$ cat src/rtl/mux_n_reg.sv
// mux_n_reg: registered CHANNELS-to-1 mux with one blanking cycle on a channel switch and a valid/ready output stage.
// Optional auto-scan channel advance is compiled in when MUX_SCAN_EN is defined.
module mux_n_reg #(
  parameter int WIDTH    = 8,
  parameter int CHANNELS = 4,
  localparam int SEL_W   = $clog2(CHANNELS)
) (
  input  logic                      clk,
  input  logic                      rst_n,
  input  logic [CHANNELS*WIDTH-1:0] d,
  input  logic [SEL_W-1:0]          sel,
  input  logic                      sel_ld,
  input  logic                      in_valid,
  output logic                      in_ready,
  input  logic                      scan,
  output logic [WIDTH-1:0]          out,
  output logic [SEL_W-1:0]          out_ch,
  output logic                      out_valid,
  input  logic                      out_ready,
  output logic                      sel_err
);

  // state  | meaning
  // RUN    | transfers allowed, selection requests evaluated
  // SWITCH | one blanking cycle; cur takes the pending channel on exit
  typedef enum logic {RUN = 1'b0, SWITCH = 1'b1} state_t;

  localparam logic [SEL_W:0]   CH_LIM  = (SEL_W+1)'(CHANNELS);
  localparam logic [SEL_W-1:0] CH_LAST = SEL_W'(CHANNELS - 1);

  state_t           r_state, w_state_nxt;
  logic [SEL_W-1:0] r_cur, w_cur_nxt;
  logic [SEL_W-1:0] r_pend, w_pend_nxt;
  logic             r_sel_err, w_err_nxt;
  logic [WIDTH-1:0] r_out;
  logic [SEL_W-1:0] r_out_ch;
  logic             r_out_valid;
  logic [WIDTH-1:0] w_ch_data;
  logic             w_accept;
  logic             w_sel_ok;
  logic             w_scan_adv;

  assign in_ready  = (r_state == RUN) & (~r_out_valid | out_ready);
  assign w_accept  = in_valid & in_ready;
  assign w_sel_ok  = ({1'b0, sel} < CH_LIM);
  assign out       = r_out;
  assign out_ch    = r_out_ch;
  assign out_valid = r_out_valid;
  assign sel_err   = r_sel_err;

`ifdef MUX_SCAN_EN
  assign w_scan_adv = scan & w_accept;
`else
  logic w_unused_scan;
  assign w_unused_scan = scan;
  assign w_scan_adv    = 1'b0;
`endif

  always_comb begin
    w_ch_data = '0;
    for (int k = 0; k < CHANNELS; k++) begin
      if (r_cur == SEL_W'(k)) w_ch_data = d[k*WIDTH +: WIDTH];
    end
  end

  // Any sel_ld in RUN suppresses a scan advance that cycle.
  always_comb begin
    w_state_nxt = r_state;
    w_cur_nxt   = r_cur;
    w_pend_nxt  = r_pend;
    w_err_nxt   = 1'b0;
    case (r_state)
      RUN: begin
        if (sel_ld) begin
          if (!w_sel_ok) begin
            w_err_nxt = 1'b1;
          end else if (sel != r_cur) begin
            w_pend_nxt  = sel;
            w_state_nxt = SWITCH;
          end
        end else if (w_scan_adv) begin
          w_cur_nxt = (r_cur == CH_LAST) ? '0 : r_cur + SEL_W'(1);
        end
      end
      SWITCH: begin
        w_cur_nxt   = r_pend;
        w_state_nxt = RUN;
      end
      default: w_state_nxt = RUN;
    endcase
  end

  always_ff @(posedge clk or negedge rst_n) begin
    if (!rst_n) begin
      r_state   <= RUN;
      r_cur     <= '0;
      r_pend    <= '0;
      r_sel_err <= 1'b0;
    end else begin
      r_state   <= w_state_nxt;
      r_cur     <= w_cur_nxt;
      r_pend    <= w_pend_nxt;
      r_sel_err <= w_err_nxt;
    end
  end

  // Output word keeps the tag of the channel that produced it, even across a switch.
  always_ff @(posedge clk or negedge rst_n) begin
    if (!rst_n) begin
      r_out       <= '0;
      r_out_ch    <= '0;
      r_out_valid <= 1'b0;
    end else if (w_accept) begin
      r_out       <= w_ch_data;
      r_out_ch    <= r_cur;
      r_out_valid <= 1'b1;
    end else if (out_ready) begin
      r_out_valid <= 1'b0;
    end
  end

endmodule

$ cat config.mk
export PLATFORM = sky130hd
export DESIGN_NAME = mux_n_reg
export DESIGN_NICKNAME = d
export VERILOG_FILES = /design/src/rtl/mux_n_reg.sv
export SDC_FILE = /design/constraint.sdc
export NUM_CORES = 1
export LEC_CHECK = 0
export ABC_AREA = 1
export CAP_MARGIN = 20
export CORE_MARGIN = 2
export CORE_UTILIZATION = 37
export CTS_CLUSTER_SIZE = 14
export DETAILED_ROUTE_END_ITERATION = 16
export PLACE_DENSITY = 0.86
export SETUP_SLACK_MARGIN = 0.2
export SLEW_MARGIN = 20
export SYNTH_ARGS = -nofsm -noshare
export SYNTH_HDL_FRONTEND = slang
export SYNTH_SLANG_ARGS = --single-unit
$ cat constraint.sdc
create_clock -name clk -period 1.46 [get_ports clk]
set_input_delay 0.438 -clock clk [delete_from_list [all_inputs] [get_ports clk]]
set_output_delay 0.438 -clock clk [all_outputs]
set_load 0.05 [all_outputs]
==> metrics, run 1 <==
sw frac 45.07%; Critical Path Sink Type output port; slowest CP cell dfrtp_2; syn avg cell area 6.901 um2; Yosys top cell area share 43.96%; CTS root buffer clkbuf_4; CTS Buf Count 3; Synth cell types 13; design area 1841 um2; Setup CP Type flop to output port; Mapped Nets 172; share of post-route cells with drive strength above 1 29.41%; HP Class input pin to async pin; filler cell count 138; Yosys reg bits 16; Vias per Instance 5.112; clock network fraction of total power 8.6%; H-tree depth 1; Clock Tree Buf Depth 2; hold-fix buffers at CTS 0; final WL 3525 um; # IOs 53; pin count of the biggest net entering global routing 17; detailed-route DRC error count 0; Hold Vio Cnt, Final 0; Slew Viols, Final 0; clock sink total 16; Gate Count Post-Synth 132; maximum net fanout on the critical path 2; gr usage total 22.11%; Syn-to-layout area delta 102.1%; Clk Latency, worst-skew pair 0.30 ns; TritonCTS clock tree done; most frequent cells in the layout nand2_1 (46), clkdlybuf4s50_1 (36), buf_4 (18); drt first pass iters 4; top post-synthesis cells by area dfrtp_1 (44%), nand2_1 (21%), nand3_1 (10%), nor2_1 (7.0%), o21ai_0 (6.6%); WL met2 1864 um; P_int 1.964 mW; DRT iter0 DRCs 26; dominant cell type by area after synthesis dfrtp_1; Die W 53.62 um; r2r setup slk 0.17 ns; vias in the first global route 1078; Syn. warnings 0; Post-DRT Antenna Nets 0; diode count 0; Critical Path RT 1.02 ns; unrepaired setup endpoints after global routing yes; Starting Density 40.02%; switching power 1.611 mW; met3 wire length 223 um; Routed met1 length 1317 um; Leak Pwr 0.9172 nW; via count of the routed design 1186; total grt overflow 0; Peak VDD IR 1380 uV; placer congestion estimate 0.8147; routed len/inst 15.19 um; worst setup margin -0.03397 ns; Tmin final 1.494 ns; area of placed instances 1572 um2; outcome complete, but fails checks; violated checks setup timing; Clock Skews 0.002387 ns; die area 2875 um2; row cnt 17; mapped cell area 910.9 um2; max_cap viols 0; post-synthesis sequential area ratio 43.96%; pwr dens 1943 nW/um2; CTS clk-pin slew, worst paths 0.10 ns; port bufs 50; Sequential Power Share 24.2%; initial antenna violation count 0; Comb power frac 67.1%; CP Cell Sequence a21oi_4 > buf_12; Setup violations, final 2; CP peak stage delay 0.44 ns; commonest non-fill, non-tap cell in the layout nand2_1; nets 245; fin crit share 102.3%; first-pass GRT wire length 4526 um; fin util 80.87%; core area 2276 um2; Die Y 53.62 um; top sig layer met4; crit path launch type flop; Max Freq 669.4 MHz; hpwl dp 2222 um; CP arrival 1.06 ns
-- what timing repair did --
action / CTS / global route
gates resized for setup: 5 / 21
endpoints found under the setup margin: 25 / 24
gates cloned: 0 / 2
pin swaps: 1 / 8
buffers inserted: 4 / 12
-- routing by layer --
layer / track usage [%] / vias to the layer above
met4: 9.402 / 0
met2: 42.59 / 58
met5: 0 / -
li1: - / 559
met1: 23.59 / 557
met3: 3.333 / 12
-- critical path, delay by kind of cell (launching register included) --
family	cells	cell delay, ns
buffers and inverters	1	0.15
flip-flops	1	0.44
AO/OA/AOI/OAI	1	0.16
-- cell usage after synthesis, drive strengths merged --
cell type	instances
nand3	19
dfrtp	16
buf	6
nand2	51
nor2	18
o21ai	12
inv	8
a21oi	1
conb	1
-- state kept, by name, summed over array words and instances (netlist names) --
signal / count
out: 8
out_ch: 2
out_valid: 1
r_cur: 2
r_pend: 2
r_state: 1
-- cell type report --
class	instances	area (um2)	share of cell area, %
clock buffers	4	36.28	1.971
inverters	8	32.53	1.768
multi-input cells	102	486.7	26.44
flip-flops and latches	16	405.4	22.03
well taps	28	35.03	1.903
repair buffers	74	844.6	45.89
-- path summary, 6_finish.rpt --
path                                       start  depth (start not counted)               endpoint
max                        out_valid$_DFFE_PN0P_                          2               in_ready
min                                        rst_n                          2     out[5]$_DFFE_PN0P_
max reg2reg                 r_cur[1]$_DFFE_PN0P_                          6     out[4]$_DFFE_PN0P_
min reg2reg                r_pend[1]$_DFFE_PN0P_                          2  r_pend[1]$_DFFE_PN0P_
max in group asynchronous                  rst_n                          2      r_state$_DFF_PN0_
min in group clk                          sel[1]                          3  r_pend[1]$_DFFE_PN0P_
-- through the flow --
stage / hold WS, ns / cells / worst slack [ns] / TNS (ns) / total power, mW
floorplan: 0.1424 / 132 / 0.1431 / 0 / 1.851
global placement: 0.4580 / 210 / -0.2462 / -1.223 / 2.695
detailed placement: 0.4800 / 210 / -0.2881 / -1.957 / 2.776
CTS: 0.4490 / 218 / -0.05005 / -0.05432 / 3.144
global route: 0.4735 / 232 / -0.06629 / -0.1072 / 3.749
finish: 0.4424 / 232 / -0.03397 / -0.05631 / 3.576
-- power groups by stage --
stage / sequential (mW) / clock [mW] / combinational (mW)
floorplan: 1.21 / 0 / 0.644
global placement: 0.874 / 0 / 1.82
detailed placement: 0.898 / 0 / 1.88
CTS: 0.873 / 0.308 / 1.96
global route: 0.883 / 0.325 / 2.54
finish: 0.866 / 0.309 / 2.40
-- kinds of logic (layout without fill, tap and decap cells) --
family                 Yosys count  in the layout  synth area share, %
and+or+nand+nor                 88             88                39.42
DFF                             16             16                43.96
AOI/OAI and AO/OA               13             13                7.143
other                            1              1               0.4117
buffers and inverters           14             86                9.066
(Power assumes the default switching activity.)
==> inputs of run 2 (changes only) <==
--- a/config.mk
+++ b/config.mk
@@ -11,6 +11,7 @@
 export CORE_UTILIZATION = 37
 export CTS_CLUSTER_SIZE = 14
 export DETAILED_ROUTE_END_ITERATION = 16
+export MAX_ROUTING_LAYER = met4
 export PLACE_DENSITY = 0.86
 export SETUP_SLACK_MARGIN = 0.2
 export SLEW_MARGIN = 20
==> metrics, run 2 (synthesis gave the netlist of run 1 again) <==
unrepaired setup endpoints after global routing yes (unchanged); fin crit share 102.5% (was 102.3%); pin count of the biggest net entering global routing 17 (unchanged); most frequent cells in the layout nand2_1 (46), clkdlybuf4s50_1 (36), buf_4 (18) (unchanged); placer congestion estimate 0.8267 (was 0.8147); die area 2875 um2 (unchanged); clock network fraction of total power 8.7% (was 8.6%); Max Freq 668.0 MHz (was 669.4 MHz); core area 2276 um2 (unchanged); switching power 1.618 mW (was 1.611 mW); placed cell count 210 (unchanged); via count of the routed design 1181 (was 1186); area of placed instances 1572 um2 (unchanged); P_int 1.965 mW (was 1.964 mW); Critical Path Source out_valid$_DFFE_PN0P_ (unchanged); Sequential Power Share 24.1% (was 24.2%); initial antenna violation count 0 (unchanged); Vias per Instance 5.091 (was 5.112); Setup CP Type flop to output port (unchanged); DRT iter0 DRCs 26 (unchanged); outcome complete, but fails checks (unchanged); Comb power frac 67.2% (was 67.1%); Syn-to-layout area delta 102.1% (unchanged); sw frac 45.16% (was 45.07%); # IOs 53 (unchanged); vias in the first global route 1078 (unchanged); nets 245 (unchanged); Clk Latency, worst-skew pair 0.30 ns (about the same); Setup violations, final 2 (unchanged); CTS clk-pin slew, worst paths 0.10 ns (about the same); worst setup margin -0.03703 ns (was -0.03397 ns); Post-DRT Antenna Nets 0 (unchanged); CTS root buffer clkbuf_4 (unchanged); H-tree depth 1 (unchanged); clock sink total 16 (unchanged); setup TNS -0.06319 ns (was -0.05631 ns); Starting Density 40.02% (unchanged); pwr dens 1946 nW/um2 (was 1943 nW/um2); violated checks setup timing (unchanged); Clock Skews 0.003598 ns (was 0.002387 ns); crit path launch type flop (unchanged); CTS Buf Count 3 (unchanged); Die W 53.62 um (unchanged); hpwl dp 2222 um (unchanged); Slew Viols, Final 0 (unchanged); routed len/inst 15.25 um (was 15.19 um); Critical Path Sink Type output port (unchanged); Hold Vio Cnt, Final 0 (unchanged); design area 1841 um2 (unchanged); share of post-route cells with drive strength above 1 29.41% (unchanged); final WL 3537 um (was 3525 um); first-pass GRT wire length 4512 um (was 4526 um); Critical Path RT 1.02 ns (about the same); Clock Tree Buf Depth 2 (unchanged); commonest non-fill, non-tap cell in the layout nand2_1 (unchanged); Peak VDD IR 1379 uV (was 1380 uV); worst r2r src r_cur[1]$_DFFE_PN0P_ (unchanged); Non-Filler Instances 232 (unchanged); port bufs 50 (unchanged); Leak Pwr 0.9172 nW (unchanged); drt first pass iters 4 (unchanged); maximum net fanout on the critical path 2 (unchanged); filler cell count 138 (unchanged); HP Class input pin to async pin (unchanged); row cnt 17 (unchanged); TritonCTS clock tree done (unchanged); detailed-route DRC error count 0 (unchanged); max_cap viols 0 (unchanged); Die Y 53.62 um (unchanged); diode count 0 (unchanged); CP arrival 1.06 ns (about the same); total grt overflow 0 (unchanged); Tmin final 1.497 ns (was 1.494 ns); gr usage total 22.69% (was 22.11%); max FFs per register 8 (unchanged)
==> run 2: cell counts in the layout (fill, tap and decap cells not counted) <==
Identical to the previous run, type by type.
==> run 2: layout make-up <==
class                      count  area (um2)  area share [%]
clock buffer                   4       36.28           1.971
inverter                       8       32.53           1.768
multi-input combinational    102       486.7           26.44
sequential                    16       405.4           22.03
tap                           28       35.03           1.903
timing repair buffer          74       844.6           45.89
==> run 2: stage by stage <==
step / hold slack (ns) / setup WS, ns / util [%] / total power [mW]
floorplan: 0.1424 / 0.1431 / - / 1.851
global placement: 0.4580 / -0.2462 / 69.05 / 2.695
detailed placement: 0.4800 / -0.2881 / 69.05 / 2.776
CTS: 0.4490 / -0.05005 / 72.07 / 3.144
global route: 0.4735 / -0.06629 / 80.87 / 3.748
finish: 0.4383 / -0.03703 / 80.87 / 3.583
==> run 2: worst paths after layout <==
kind / to / slack, ns / depth (start not counted)
setup reg to reg: out[4]$_DFFE_PN0P_ / 0.17 / 6
setup / recovery: in_ready / -0.04 / 2
max in group asynchronous: r_state$_DFF_PN0_ / 0.82 / 2
hold / removal: out[5]$_DFFE_PN0P_ / 0.44 / 2
min in group clk: r_pend[1]$_DFFE_PN0P_ / 0.45 / 3
hold reg to reg: r_pend[1]$_DFFE_PN0P_ / 0.50 / 2
==> run 2: repair_timing <==
action,in CTS,in global routing
resized for setup,5,21
setup buffers,4,12
pin swaps,1,8
cloned,0,2
endpoints found under the setup margin,25,24
hold buffers,0,0
==> run 2: layer usage <==
layer  wire length, um  part of all wire (%)  up-vias  GRT usage [%]
li1                  -                     -      560              -
met1              1342                    38      558          23.42
met2              1905                    54       55          42.59
met3               204                   5.8        8          3.333
met4                85                   2.4        0          9.402
met5                 0                     0        -              -
==> run 2: power by group through the flow <==
stage	Combinational [mW]	Sequential [mW]	Clock, mW
6_report	2.41	0.864	0.311
5_1_grt	2.54	0.883	0.325
4_1_cts	1.96	0.873	0.308
3_5_place_dp	1.88	0.898	0
3_3_place_gp	1.82	0.874	0
2_1_floorplan	0.644	1.21	0
==> run 2: worst max-delay path, stage by stage, from the launching register on <==
cell and delay [ns]:
dfrtp_2 0.44, a21oi_4 0.17, buf_12 0.15
